==> src/rtl/pipe_ctrl_pkg.sv <==
// Shared encodings for the pipeline hazard controller: PC-select codes,
// interrupt-entry state type and per-buffer flush bit positions.
package pipe_ctrl_pkg;

  localparam logic [1:0] PC_SEQ  = 2'b00;
  localparam logic [1:0] PC_BR   = 2'b01;
  localparam logic [1:0] PC_IVT  = 2'b10;
  localparam logic [1:0] PC_HOLD = 2'b11;

  typedef enum logic [1:0] {
    ST_IDLE,
    ST_DRAIN,
    ST_PUSH,
    ST_VECTOR
  } int_state_t;

  localparam int FL_IFID  = 0;
  localparam int FL_IDEX  = 1;
  localparam int FL_EXMEM = 2;
  localparam int FL_MEMWB = 3;

endpackage

==> src/rtl/pipe_fwd_sel.sv <==
// Priority forwarding match for one execute operand: nearest writing stage wins,
// 0 selects the register file.
module pipe_fwd_sel #(
  parameter  int FWD_STAGES = 2,
  parameter  int REG_AW     = 3,
  localparam int SW         = $clog2(FWD_STAGES + 1)
) (
  input  logic [REG_AW-1:0]            rs,
  input  logic [FWD_STAGES*REG_AW-1:0] fwd_rd,
  input  logic [FWD_STAGES-1:0]        fwd_wb,
  output logic [SW-1:0]                sel
);

  // Scan far-to-near so the nearest matching stage is the last assignment.
  always_comb begin
    sel = '0;
    for (int k = FWD_STAGES - 1; k >= 0; k--) begin
      if (fwd_wb[k] && (fwd_rd[k*REG_AW +: REG_AW] == rs)) sel = SW'(k + 1);
    end
  end

endmodule

==> src/rtl/pipe_hazard_ctrl.sv <==
// Pipeline control: load-use stall, branch flush, forwarding select and interrupt entry.
// Define PIPE_HAZARD_CTRL_PERF_EN to build the saturating performance counters.
//
// state     | meaning
// ST_IDLE   | normal hazard handling; int_req or pending starts entry
// ST_DRAIN  | hold PC, bubble IF/ID while older instructions retire
// ST_PUSH   | memory stage pushes the return PC
// ST_VECTOR | fetch from IVT, acknowledge the interrupt
module pipe_hazard_ctrl
  import pipe_ctrl_pkg::*;
#(
  parameter  int NSTAGES    = 5,
  parameter  int REG_AW     = 3,
  parameter  int FWD_STAGES = 2,
  localparam int SW         = $clog2(FWD_STAGES + 1)
) (
  input  logic                         clk,
  input  logic                         rst,
  input  logic                         id_valid,
  input  logic                         id_rs1_used,
  input  logic                         id_rs2_used,
  input  logic [REG_AW-1:0]            id_rs1,
  input  logic [REG_AW-1:0]            id_rs2,
  input  logic [REG_AW-1:0]            ex_rd,
  input  logic                         ex_wb,
  input  logic                         ex_mem_read,
  input  logic [REG_AW-1:0]            ex_rs1,
  input  logic [REG_AW-1:0]            ex_rs2,
  input  logic [FWD_STAGES*REG_AW-1:0] fwd_rd,
  input  logic [FWD_STAGES-1:0]        fwd_wb,
  input  logic                         br_taken,
  input  logic                         int_req,
  output logic [SW-1:0]                fwd_sel1,
  output logic [SW-1:0]                fwd_sel2,
  output logic                         hold_pc,
  output logic                         hold_ifid,
  output logic [NSTAGES-2:0]           flush,
  output logic [1:0]                   pc_sel,
  output logic                         push_pc,
  output logic                         int_ack,
  output logic                         int_busy,
  output logic [15:0]                  cnt_stall,
  output logic [15:0]                  cnt_flush,
  output logic [15:0]                  cnt_int
);

  localparam int CW = $clog2(NSTAGES + 1);

  int_state_t    state, state_nx;
  logic [CW-1:0] drain_cnt, drain_cnt_nx;
  logic          pending, pending_nx;
  logic          load_use;
  logic          stall_evt, br_evt, int_done;
  logic [SW-1:0] sel1_raw, sel2_raw;

  pipe_fwd_sel #(.FWD_STAGES(FWD_STAGES), .REG_AW(REG_AW)) u_fwd1 (
    .rs(ex_rs1), .fwd_rd(fwd_rd), .fwd_wb(fwd_wb), .sel(sel1_raw)
  );

  pipe_fwd_sel #(.FWD_STAGES(FWD_STAGES), .REG_AW(REG_AW)) u_fwd2 (
    .rs(ex_rs2), .fwd_rd(fwd_rd), .fwd_wb(fwd_wb), .sel(sel2_raw)
  );

  assign fwd_sel1 = rst ? '0 : sel1_raw;
  assign fwd_sel2 = rst ? '0 : sel2_raw;
  assign int_busy = (state != ST_IDLE);

  assign load_use = ex_mem_read && ex_wb && id_valid &&
                    ((id_rs1_used && (id_rs1 == ex_rd)) ||
                     (id_rs2_used && (id_rs2 == ex_rd)));

  always_ff @(posedge clk) begin
    if (rst) begin
      state     <= ST_IDLE;
      drain_cnt <= '0;
      pending   <= 1'b0;
    end else begin
      state     <= state_nx;
      drain_cnt <= drain_cnt_nx;
      pending   <= pending_nx;
    end
  end

  always_comb begin
    state_nx     = state;
    drain_cnt_nx = drain_cnt;
    pending_nx   = pending;
    hold_pc      = 1'b0;
    hold_ifid    = 1'b0;
    flush        = '0;
    pc_sel       = PC_SEQ;
    push_pc      = 1'b0;
    int_ack      = 1'b0;
    stall_evt    = 1'b0;
    br_evt       = 1'b0;
    int_done     = 1'b0;
    if (rst) begin
      flush = '1;
    end else begin
      if (state != ST_IDLE && int_req) pending_nx = 1'b1;
      case (state)
        ST_IDLE: begin
          pending_nx = 1'b0;
          if (int_req || pending) begin
            state_nx     = ST_DRAIN;
            drain_cnt_nx = CW'(NSTAGES - 2);
          end
          if (br_taken) begin
            pc_sel         = PC_BR;
            flush[FL_IFID] = 1'b1;
            flush[FL_IDEX] = 1'b1;
            br_evt         = 1'b1;
          end else if (load_use) begin
            hold_pc        = 1'b1;
            hold_ifid      = 1'b1;
            pc_sel         = PC_HOLD;
            flush[FL_IDEX] = 1'b1;
            stall_evt      = 1'b1;
          end
        end
        ST_DRAIN: begin
          hold_pc        = 1'b1;
          flush[FL_IFID] = 1'b1;
          pc_sel         = PC_HOLD;
          // A late branch redirects the PC so the pushed return address is its target.
          if (br_taken) begin
            pc_sel         = PC_BR;
            flush[FL_IDEX] = 1'b1;
            br_evt         = 1'b1;
          end
          if (drain_cnt <= CW'(1)) begin
            state_nx     = ST_PUSH;
            drain_cnt_nx = '0;
          end else begin
            drain_cnt_nx = drain_cnt - CW'(1);
          end
        end
        ST_PUSH: begin
          push_pc        = 1'b1;
          hold_pc        = 1'b1;
          flush[FL_IFID] = 1'b1;
          pc_sel         = PC_HOLD;
          state_nx       = ST_VECTOR;
        end
        ST_VECTOR: begin
          pc_sel         = PC_IVT;
          int_ack        = 1'b1;
          flush[FL_IFID] = 1'b1;
          int_done       = 1'b1;
          state_nx       = ST_IDLE;
        end
        default: state_nx = ST_IDLE;
      endcase
    end
  end

`ifdef PIPE_HAZARD_CTRL_PERF_EN
  logic [15:0] stall_q, flush_q, int_q;

  always_ff @(posedge clk) begin
    if (rst) begin
      stall_q <= '0;
      flush_q <= '0;
      int_q   <= '0;
    end else begin
      if (stall_evt && stall_q != 16'hFFFF) stall_q <= stall_q + 16'd1;
      if (br_evt    && flush_q != 16'hFFFF) flush_q <= flush_q + 16'd1;
      if (int_done  && int_q   != 16'hFFFF) int_q   <= int_q + 16'd1;
    end
  end

  assign cnt_stall = stall_q;
  assign cnt_flush = flush_q;
  assign cnt_int   = int_q;
`else
  logic perf_unused;
  assign perf_unused = ^{stall_evt, br_evt, int_done};
  assign cnt_stall   = '0;
  assign cnt_flush   = '0;
  assign cnt_int     = '0;
`endif

endmodule

==> config.mk <==
export PLATFORM = sky130hd
export DESIGN_NAME = pipe_hazard_ctrl
export DESIGN_NICKNAME = d
export VERILOG_FILES = /design/src/rtl/pipe_ctrl_pkg.sv /design/src/rtl/pipe_fwd_sel.sv /design/src/rtl/pipe_hazard_ctrl.sv
export SDC_FILE = /design/constraint.sdc
export NUM_CORES = 1
export LEC_CHECK = 0
export ABC_AREA = 1
export CAP_MARGIN = 20
export CELL_PAD_IN_SITES_DETAIL_PLACEMENT = 0
export CELL_PAD_IN_SITES_GLOBAL_PLACEMENT = 1
export CORE_MARGIN = 4
export CORE_UTILIZATION = 23
export CTS_BUF_LIST = sky130_fd_sc_hd__clkbuf_16
export DETAILED_ROUTE_END_ITERATION = 12
export GPL_TIMING_DRIVEN = 0
export PLACE_DENSITY_LB_ADDON = 0.1
export RECOVER_POWER = 50
export SLEW_MARGIN = 20
export SYNTH_ARGS = -nofsm -noshare
export SYNTH_HDL_FRONTEND = slang
export SYNTH_SLANG_ARGS = --single-unit
==> constraint.sdc <==
create_clock -name clk -period 2.3 [get_ports clk]
set_input_delay 0.46 -clock clk [delete_from_list [all_inputs] [get_ports clk]]
set_output_delay 0.46 -clock clk [all_outputs]
set_load 0.005 [all_outputs]
==> summary.txt <==
Drt
  – Violation count after the first detailed-routing iteration: 22
  – Via/cell ratio: around 3.3
  – Post-route DRC: 0
  – Average detailed-routed wire length per instance: about 8.4 µm
  – Number of nets still failing antenna checks after routing: 0
  – First-pass DRT Iterations: 4
  – Aggregate routed wire length: approximately 3 mm
  – Routed via count: about 1,200

Final layout
  – Final std cell area, no fill: about 2000 µm²
  – Util after Layout: 0.393
  – Area growth from synthesis to final layout: 65.6%
  – Layout Nets: 328
  – Total of fill cells in the finished design: 547
  – Antenna diode count: 0
  – Highest-count cells in the layout ignoring fill and taps: 52 x buf_4, 48 x conb_1, 34 x nand2_1
  – Share of layout cells above drive strength 1: 0.265
  – Most common cell after layout, fill and taps aside: buf_4

Yosys
  – Post-Synthesis Cell Area: ~1200 µm²
  – Number of synthesized flops with an enable pin: 0
  – Count of different cell masters after synthesis: 30
  – Cell count after synthesis: 190
  – Main area contributors after synthesis: buf_4 32%, nand2_1 10%, dfxtp_1 9.9%, inv_1 7.7%, ha_1 7.2%
  – Mean instance size in the synthesized netlist: ~6.4 µm²
  – Prevailing post-synth register cell: dfxtp_1
  – Portion of the post-synthesis area used by sequential elements: 0.0992
  – Flops & latches, synth: 6
  – Ys async rst share: 0
  – Yosys top cell by area: buf_4
  – Post-synth top area share: 0.316
  – Warning count from the yosys run: 0

Setup path
  – Critical Path AT: approximately 1.7 ns
  – Worst setup path start: br_taken
  – Internal reg-to-reg setup slack: around 0.64 ns
  – Start of the worst register-to-register path: state[0]$_SDFFE_PP0P_
  – Largest fanout of any net on the critical path: 4
  – CP Class: primary input to output pin
  – Endpoint of the worst register-to-register path: drain_cnt[2]$_SDFFE_PP0P_
  – Worst r2r path cells: 7
  – Crit. End Element: output pin
  – Startpoint class of the critical path: primary input
  – Critical path required time: approximately 1.8 ns

Place
  – Final HPWL DP: approximately 2.6 mm
  – Placed standard-cell area: between 1500 and 2000 µm²
  – Number of input and output port buffers inserted: between 40 and 50
  – Routability congestion estimate from global placement: just over 0.7

Clocking
  – Deepest level of the CTS H-tree: 1
  – Count of clock tree sinks: 6
  – Number of buffers inserted by hold repair at cts: 0
  – Root buffer cell: clkbuf_16
  – Insertion delay to the later sink of the worst-skew pair: roughly 0.23 ns
  – Clock transition at the registers of the reported paths: 0.03 ns
  – Clock tree from TritonCTS: done
  – Buffer depth of the longest clock path: 2
  – Number of CTS-inserted buffers: 3

Worst hold path
  – Worst hold path cell count: 2
  – Worst Hold Launch: drain_cnt[2]$_SDFFE_PP0P_
  – Endpoint of the worst hold path: drain_cnt[2]$_SDFFE_PP0P_
  – Worst min-delay path category: flip-flop to flip-flop

STA
  – Unrepaired setup endpoints after global routing: false
  – Shortest period the worst path allows: ~2.2 ns
  – Worst clock skew: ~0.0014 ns
  – Hold violation total from the final report: 0
  – Fmax: between 0.4 and 0.5 GHz
  – Least-Margin Pin Slew: around 0.58 ns
  – Slew Viols, Final: 0
  – Period Utilization, post-route: 0.953
  – Rel. slew slack: 0.609
  – Count of endpoints failing setup in the final report: 0

Floorplan
  – Vertical extent of the die: between 80 and 90 µm
  – Number of cell rows: 26
  – Initial Util: 0.237
  – Die X-Extent: between 80 and 90 µm
  – I/O pin cnt: 95
  – Core area: about 5100 µm²
  – Die area: ~6500 µm²

Power and ir drop
  – Worst vdd ir: about 0.26 mV
  – Areal power density over the cells: approximately 610 nW/µm²
  – Static Leakage: roughly 1.2 nW
  – Total power: approximately 1.2 mW

GRT
  – Pin count of the biggest net entering global routing: 11
  – Total congestion overflow: 0
  – Number of global-route vias before repair: 1,071
  – Global-route wire length before repair: 4.63 mm
  – Gr usage total: 0.0902
  – Number of antenna violations at the first check in global routing: 0

Run status
  – Outcome: complete, no violations

Run
  – Number of maximum-capacitance violations: 0
==> final cells by class <==
cell class / count / area (µm²) / share of cell area
buffer: 52 / 388 / 0.193
multi-input combinational: 150 / 779 / 0.389
tap: 70 / 87.6 / 0.0437
clock buffer: 3 / 75.1 / 0.0374
timing repair buffer: 47 / 447 / 0.223
sequential: 6 / 120 / 0.0599
inverter: 29 / 109 / 0.0543
==> repair_timing <==
action                                  in CTS  in global routing
pin swaps                                    1                  1
hold endpoints to repair                     0                  0
endpoints found under the setup margin      11                  5
buffers inserted                             1                  0
gates resized for setup                     17                 14
==> per-layer routing <==
metal  global-route usage  share of wire
met4               0.0203         0.0073
met1                0.107           0.42
met5                    0              0
met2                0.143           0.45
met3               0.0471           0.13
==> flip-flops by register name (all words and copies together), names as in the netlist <==
name and flops:
state 2, drain_cnt 3, pending 1
==> report_power, final <==
| group | internal, mW | total (mW) | switching [mW] |
|---|---|---|---|
| registers | 0.146 | 0.172 | 0.0256 |
| logic | 0.356 | 0.760 | 0.404 |
| clock network | 0.223 | 0.285 | 0.0614 |
==> kinds of logic after synthesis <==
kind of cell | share of synthesized area
DFF | 0.0992
xor gates and xnor gates | 0.0506
buffers and inverters | 0.409
adders and majority gates | 0.0723
AOI/OAI and AO/OA | 0.131
and+or+nand+nor | 0.235
other | 0.00310
==> metrics by stage <==
| step | hold WS (ns) | cells | TNS (ns) | setup slack [ns] |
|---|---|---|---|---|
| 2_1_floorplan | 0.469 | 237 | 0 | 0.713 |
| 3_3_place_gp | 0.491 | 353 | -3.10 | -0.331 |
| 3_5_place_dp | 0.499 | 353 | -2.77 | -0.303 |
| 4_1_cts | 0.505 | 357 | -0.00765 | -0.00765 |
| 5_1_grt | 0.556 | 357 | 0 | 0.00533 |
| 6_report | 0.503 | 357 | 0 | 0.108 |
==> synthesized netlist by cell type, drive strengths merged (2+ instances only) <==
master and count:
a21oi 11, a221oi 2, buf 51, dfxtp 6
ha 7, inv 29, nand2 37, nand3 4
nand4 2, nor2 18, o211ai 2, o21ai 5
xnor2 3, xor2 4
==> worst max-delay path by stage <==
stage / endpoint / slack (ns) / cells past startpoint
final: flush[0] / 0.11 / 4
after global routing: fwd_sel1[0] / 0.005 / 7
after CTS: hold_pc / -0.008 / 10
after detailed placement: hold_pc / -0.30 / 10
after global placement: hold_pc / -0.33 / 10
after floorplan: pc_sel[1] / 0.71 / 7
==> worst max-delay path, cell delays in order <==
cell	delay [ns]
clkdlybuf4s50_1	0.52
inv_1	0.12
nand3_1	0.12
clkdlybuf4s50_1	0.51
(Power assumes the default switching activity.)
